$ cat src/rtl/xike_sync_pkg.sv
// Shared types, default frame timings and width helper for the frame-timed
// sync barcode generator family.
package xike_sync_pkg;

   typedef enum logic [2:0] {
      IDLE,
      START,
      GAP,
      BIT,
      PAR
   } sync_state_t;

   localparam int FS_DEFAULT           = 25000;
   localparam int SEC_W_DEFAULT        = 12;
   localparam int START_FRAMES_DEFAULT = 2500;
   localparam int GAP_FRAMES_DEFAULT   = 500;
   localparam int BIT_FRAMES_DEFAULT   = 1000;
   localparam int ONE_FRAMES_DEFAULT   = 600;
   localparam int ZERO_FRAMES_DEFAULT  = 200;

   // Counter width able to hold 0..frames-1, never narrower than one bit.
   function automatic int frames_w(input int frames);
      return (frames > 1) ? $clog2(frames) : 1;
   endfunction

endpackage

$ cat src/rtl/sync_barcode_gen_frame_strobe_det.sv
// Turns toggles of the frame number LSB into a one-cycle frame strobe:
// two capture stages, their XOR registered once more.
module frame_strobe_det (
   input  logic clk,
   input  logic rst,
   input  logic frame_bit,
   output logic strobe
);

   logic stage0_reg;
   logic stage1_reg;
   logic strobe_reg;

   always_ff @(posedge clk or posedge rst) begin
      if (rst) begin
         stage0_reg <= 1'b0;
         stage1_reg <= 1'b0;
         strobe_reg <= 1'b0;
      end else begin
         stage0_reg <= frame_bit;
         stage1_reg <= stage0_reg;
         strobe_reg <= stage0_reg ^ stage1_reg;
      end
   end

   assign strobe = strobe_reg;

endmodule

$ cat src/rtl/sync_barcode_gen.sv
// Seconds timebase from frame toggles plus a pulse-width barcode of the
// seconds count on sync_pulse. Define SYNC_PARITY_EN to append a parity slot.
module sync_barcode_gen
   import xike_sync_pkg::*;
#(
   parameter int FS           = FS_DEFAULT,
   parameter int SEC_W        = SEC_W_DEFAULT,
   parameter int START_FRAMES = START_FRAMES_DEFAULT,
   parameter int GAP_FRAMES   = GAP_FRAMES_DEFAULT,
   parameter int BIT_FRAMES   = BIT_FRAMES_DEFAULT,
   parameter int ONE_FRAMES   = ONE_FRAMES_DEFAULT,
   parameter int ZERO_FRAMES  = ZERO_FRAMES_DEFAULT
) (
   input  logic             clk,
   input  logic             rst,
   input  logic [31:0]      frame_No,
   output logic [SEC_W-1:0] sec,
   output logic             sec_vld,
   output logic             sync_pulse,
   output logic             busy
);

`ifdef SYNC_PARITY_EN
   localparam int PAR_SLOTS = 1;
`else
   localparam int PAR_SLOTS = 0;
`endif

   localparam int MAX_FRAMES = (START_FRAMES > GAP_FRAMES)
                             ? ((START_FRAMES > BIT_FRAMES) ? START_FRAMES : BIT_FRAMES)
                             : ((GAP_FRAMES > BIT_FRAMES) ? GAP_FRAMES : BIT_FRAMES);
   localparam int CNT_W = frames_w(FS);
   localparam int DUR_W = frames_w(MAX_FRAMES);
   localparam int IDX_W = frames_w(SEC_W);

   generate
      if (!(ONE_FRAMES < BIT_FRAMES && ZERO_FRAMES < ONE_FRAMES && ZERO_FRAMES >= 1 &&
            START_FRAMES + GAP_FRAMES + (SEC_W + PAR_SLOTS) * BIT_FRAMES < FS)) begin : g_bad_timing
         $error("sync_barcode_gen: barcode timing does not fit one second");
      end
   endgenerate

   logic strobe;
   logic unused_frame_hi;

   assign unused_frame_hi = ^frame_No[31:1];

   frame_strobe_det u_strobe (
      .clk       (clk),
      .rst       (rst),
      .frame_bit (frame_No[0]),
      .strobe    (strobe)
   );

   // Seconds timebase; armed_reg issues the sec=0 marker right after reset.
   logic [CNT_W-1:0] cnt_reg;
   logic [SEC_W-1:0] sec_reg;
   logic             sec_vld_reg;
   logic             armed_reg;

   always_ff @(posedge clk or posedge rst) begin
      if (rst) begin
         cnt_reg     <= '0;
         sec_reg     <= '0;
         sec_vld_reg <= 1'b0;
         armed_reg   <= 1'b1;
      end else begin
         sec_vld_reg <= armed_reg;
         armed_reg   <= 1'b0;
         if (strobe) begin
            if (cnt_reg == CNT_W'(FS - 1)) begin
               cnt_reg     <= '0;
               sec_reg     <= sec_reg + 1'b1;
               sec_vld_reg <= 1'b1;
            end else begin
               cnt_reg <= cnt_reg + 1'b1;
            end
         end
      end
   end

   sync_state_t      state_reg;
   logic [SEC_W-1:0] shift_reg;
   logic [DUR_W-1:0] dur_reg;
   logic [IDX_W-1:0] idx_reg;
   logic             sync_reg;
   logic             busy_reg;
   logic             slot_bit;
   logic [DUR_W-1:0] high_frames;
   logic [DUR_W-1:0] dur_next;
`ifdef SYNC_PARITY_EN
   logic             par_reg;
`endif

   always_comb begin
      slot_bit = shift_reg[0];
`ifdef SYNC_PARITY_EN
      if (state_reg == PAR) slot_bit = par_reg;
`endif
      high_frames = slot_bit ? DUR_W'(ONE_FRAMES) : DUR_W'(ZERO_FRAMES);
      dur_next    = dur_reg + 1'b1;
   end

   // Every duration advances on frame strobes only; the strobe coinciding
   // with the IDLE->START hand-over is deliberately not counted.
   always_ff @(posedge clk or posedge rst) begin
      if (rst) begin
         state_reg <= IDLE;
         shift_reg <= '0;
         dur_reg   <= '0;
         idx_reg   <= '0;
         sync_reg  <= 1'b0;
         busy_reg  <= 1'b0;
`ifdef SYNC_PARITY_EN
         par_reg   <= 1'b0;
`endif
      end else begin
         case (state_reg)
            IDLE: begin
               if (sec_vld_reg) begin
                  state_reg <= START;
                  shift_reg <= sec_reg;
                  dur_reg   <= '0;
                  idx_reg   <= '0;
                  sync_reg  <= 1'b1;
                  busy_reg  <= 1'b1;
`ifdef SYNC_PARITY_EN
                  par_reg   <= ^sec_reg;
`endif
               end
            end
            START: begin
               if (strobe) begin
                  if (dur_reg == DUR_W'(START_FRAMES - 1)) begin
                     state_reg <= GAP;
                     dur_reg   <= '0;
                     sync_reg  <= 1'b0;
                  end else begin
                     dur_reg <= dur_next;
                  end
               end
            end
            GAP: begin
               if (strobe) begin
                  if (dur_reg == DUR_W'(GAP_FRAMES - 1)) begin
                     state_reg <= BIT;
                     dur_reg   <= '0;
                     idx_reg   <= '0;
                     sync_reg  <= 1'b1;
                  end else begin
                     dur_reg <= dur_next;
                  end
               end
            end
            BIT: begin
               if (strobe) begin
                  if (dur_reg == DUR_W'(BIT_FRAMES - 1)) begin
                     dur_reg   <= '0;
                     shift_reg <= shift_reg >> 1;
                     if (idx_reg == IDX_W'(SEC_W - 1)) begin
`ifdef SYNC_PARITY_EN
                        state_reg <= PAR;
                        sync_reg  <= 1'b1;
`else
                        state_reg <= IDLE;
                        sync_reg  <= 1'b0;
                        busy_reg  <= 1'b0;
`endif
                     end else begin
                        idx_reg  <= idx_reg + 1'b1;
                        sync_reg <= 1'b1;
                     end
                  end else begin
                     dur_reg  <= dur_next;
                     sync_reg <= (dur_next < high_frames);
                  end
               end
            end
`ifdef SYNC_PARITY_EN
            PAR: begin
               if (strobe) begin
                  if (dur_reg == DUR_W'(BIT_FRAMES - 1)) begin
                     state_reg <= IDLE;
                     dur_reg   <= '0;
                     sync_reg  <= 1'b0;
                     busy_reg  <= 1'b0;
                  end else begin
                     dur_reg  <= dur_next;
                     sync_reg <= (dur_next < high_frames);
                  end
               end
            end
`endif
            default: begin
               state_reg <= IDLE;
               sync_reg  <= 1'b0;
               busy_reg  <= 1'b0;
            end
         endcase
      end
   end

   assign sec        = sec_reg;
   assign sec_vld    = sec_vld_reg;
   assign sync_pulse = sync_reg;
   assign busy       = busy_reg;

endmodule
$ cat config.mk
export PLATFORM = sky130hd
export DESIGN_NAME = sync_barcode_gen
export DESIGN_NICKNAME = d
export VERILOG_FILES = /design/src/rtl/xike_sync_pkg.sv /design/src/rtl/sync_barcode_gen_frame_strobe_det.sv /design/src/rtl/sync_barcode_gen.sv
export SDC_FILE = /design/constraint.sdc
export NUM_CORES = 1
export LEC_CHECK = 0
export ABC_AREA = 1
export CAP_MARGIN = 10
export CORE_MARGIN = 8
export CORE_UTILIZATION = 40
export DETAILED_ROUTE_END_ITERATION = 6
export GPL_ROUTABILITY_DRIVEN = 1
export PLACE_DENSITY = 0.72
export SETUP_SLACK_MARGIN = 0.02
export SYNTH_ARGS = -nofsm -noshare
export SYNTH_HDL_FRONTEND = slang
export SYNTH_SLANG_ARGS = --single-unit
$ cat constraint.sdc
create_clock -name clk -period 2.7 [get_ports clk]
set_clock_uncertainty 0.2 [all_clocks]
set_input_delay 0.405 -clock clk [delete_from_list [all_inputs] [get_ports clk]]
set_output_delay 0.405 -clock clk [all_outputs]
set_load 0.02 [all_outputs]
==> flow_summary.toml <==
[run_status]
status = "completed"

[clocking]
cts_buffers = 9
clk_latency_ns = 0.34
cts.sink_count = 64
htree_levels = 3
clockRootBuffer = "sky130_fd_sc_hd__clkbuf_8"
tritoncts = "yes"
cts-root-to-sink-buffers = 2
clk_transition_reported_paths_ns = 0.07
cts_setup_buffers = 0

[power_and_ir_drop]
p_int_mw = 1.874
vdd_ir_drop_max_v = 0.0003582
power.clock.fraction = 0.243
power.switching_fraction = 0.3940
seq_power_share = 0.411
power_switching_mw = 1.218
p_leak_nw = 1.842
share_comb_of_total_power = 0.346
p_per_area_mw_per_mm2 = 751.1

[cells_and_area]
largest_register_ffs = 15
post-route-cell-area_mm2 = 0.004116
layout.cells.most_common = "sky130_fd_sc_hd__nand2_1"
nets = 518
antennaDiodeCount = 0
final-instance-count-excl-fill = 583
mostFrequentLayoutCells = "sky130_fd_sc_hd__nand2_1 (86), sky130_fd_sc_hd__inv_1 (72), sky130_fd_sc_hd__dfrtp_1 (62)"
drive_gt1_frac = 0.08632
area_delta_synth_final_pct = 13.25

[place]
io_buffers = 17
detailed_place.area_mm2 = 0.003936
finalWeightedCongestion = 0.8762
place.detailed.hpwl_um = 5350
placed_cells = 567
pre_cts_ws_ns = 0.2385

[global_route]
grt_usage = 0.1256
grt_ovf = 0
grt_pass1_vias = 2952
grt_antenna_before_repair = 0
grt_first_pass_wirelength_um = 13150
grt_start_max_net_pins = 65

[worst_setup_path]
criticalPathCategory = "flop to flop"
cp_top_family = "simple AND/OR/NAND/NOR gates"
timing.critical_path.buf_inv = 1
worst-path-stages = 8
critical_path_required_ns = 2.70
setup.reg_to_reg.worst_slack_ns = 0.28
worst-endpoint-arrival_ns = 2.43
crit_path_end_kind = "flop"
worst_r2r_endpoint = "dur_reg[7]"
critical-path-slowest-cell = "sky130_fd_sc_hd__dfrtp_1"
launch_point_of_the_critical_path = "dur_reg[0]"
regToRegStartpoint = "dur_reg[0]"
worst-path-max-fanout = 8
setup.worst_path.start_class = "flop"
cp_cell_sequence = "ha_1 -> inv_1 -> nor3_1 -> nand4_1 -> o21ai_0 -> nand2_1 -> nand2_1 -> o22ai_1"
cpPeakStageDelay_ns = 0.43
crit_end = "dur_reg[7]"
worst_path_most_repeated_cell = "sky130_fd_sc_hd__nand2_1"
reg2reg_depth = 8

[logic_synthesis]
synth_ff_type = "sky130_fd_sc_hd__dfrtp_1"
mappedNetlistNets = 492
ys.warnings.count = 0
post_synth_instance_area_mm2 = 0.003635
postSynthRegisterBits = 64
synth_area_per_cell_um2 = 8.186
synth_enable_flop_cells = 0
seq_area_frac_synth = 0.4410
asyncSetResetFlopFracSynth = 1.000
post_synth_num_cell_types = 39
synthCells = 444

[timing]
least_setup_slack_across_all_paths_after_layout_ns = 0.2770
max_slew.worst_pin.slew_ns = 0.6855
fmax_mhz = 412.7
min_tclk_post_route_ns = 2.423
setup_tns_ns = 0
finalCritPeriodShare = 0.8974
finalHoldViolations = 0
setup_violations = 0
rsz0062_at_grt = "no"
max_slew_margin = 0.5388
slew_viol_final = 0

[hold_path]
worstHoldPathCells = 0
hold_path_startpoint = "u_strobe.stage0_reg"
holdCritPathClass = "flop to flop"

[detailed_routing]
detail-route-antenna-nets = 0
vias_per_cell = 5.151
drt_first_pass_iters = 4
vias = 3003
remaining_drcs = 0
drt_wl_cell_um = 12.74
routed_wirelength_um = 7425
detail_route.iter0.violations = 189

[floorplan]
placementRows = 34
core_area_mm2 = 0.008763
floorplan.die.width_um = 111.3
area_of_the_die_mm2 = 0.01239
fp.dieH_um = 111.3
ios = 49
initial_core_utilization = 0.4148

[job]
maxCapViolations = 0
## per-layer routing
| metal | vias up | GRT usage | part of all wire |
|---|---|---|---|
| met5 | - | 0 | 0 |
| met4 | 0 | 0.05422 | 0.017 |
| met3 | 13 | 0.03517 | 0.043 |
| li1 | 1513 | - | - |
| met2 | 65 | 0.2015 | 0.47 |
| met1 | 1412 | 0.1541 | 0.47 |
## synth_stat cells, types with 7 or more instances
library cell,instances,area [µm²]
sky130_fd_sc_hd__nor3_1,12,60.06
sky130_fd_sc_hd__xor2_1,17,148.9
sky130_fd_sc_hd__o21ai_0,27,135.1
sky130_fd_sc_hd__inv_1,73,274.0
sky130_fd_sc_hd__nand4_1,14,87.58
sky130_fd_sc_hd__nor4_1,7,43.79
sky130_fd_sc_hd__nand2_1,86,322.8
sky130_fd_sc_hd__dfrtp_1,63,1577
sky130_fd_sc_hd__o211ai_1,11,82.58
sky130_fd_sc_hd__ha_1,14,175.2
sky130_fd_sc_hd__a21oi_1,7,35.03
sky130_fd_sc_hd__o22ai_1,8,50.05
sky130_fd_sc_hd__nor2_1,34,127.6
sky130_fd_sc_hd__nand3_1,30,150.1
## final cells by class
type	count	area, µm²
inverter	75	284.0
fill	867	4647
clock inverter	3	17.52
tap	108	135.1
multi-input combinational	298	1697
timing repair buffer	22	220.2
sequential	64	1604
clock buffer	13	158.9
## power groups by stage
stage	sequential, mW	combinational [mW]	clock (mW)
3_5_place_dp	1.29	1.07	0
3_3_place_gp	1.28	1.04	0
6_report	1.27	1.07	0.751
2_1_floorplan	1.27	0.845	0
4_1_cts	1.27	1.07	0.776
5_1_grt	1.30	1.24	0.821
## metrics by stage
step	hold slack, ns	total power [mW]	util
6_report	0.2028	3.092	0.4697
5_1_grt	0.2242	3.357	0.4697
3_5_place_dp	0.1845	2.356	0.4492
2_1_floorplan	0.1715	2.112	-
3_3_place_gp	0.1804	2.320	0.4492
4_1_cts	0.2069	3.122	0.4693
## cells by family (layout without fill, tap and decap cells)
logic type      Yosys count  in the layout  share of synthesized area
xor+xnor                 20             20                    0.04819
buf+inv                  82            113                    0.09294
compound gates           60             60                    0.09914
other cells               1              1                   0.001032
mux                       5              5                    0.01549
fa+ha+maj                14             14                    0.04819
flops                    64             64                     0.4410
simple gates            198            198                     0.2540
## how the worst min path moves through the flow
stage                           to  slack, ns
2_1_floorplan  u_strobe.stage1_reg       0.17
3_5_place_dp   u_strobe.stage1_reg       0.18
5_1_grt        u_strobe.stage1_reg       0.22
6_report       u_strobe.stage1_reg       0.20
4_1_cts        u_strobe.stage1_reg       0.21
3_3_place_gp   u_strobe.stage1_reg       0.18
## repair_timing
action / CTS / global route
resized for setup: 0 / 2
setup endpoints to repair: 0 / 1
hold buffers: 0 / 0
Power figures use the tool's default switching activity.
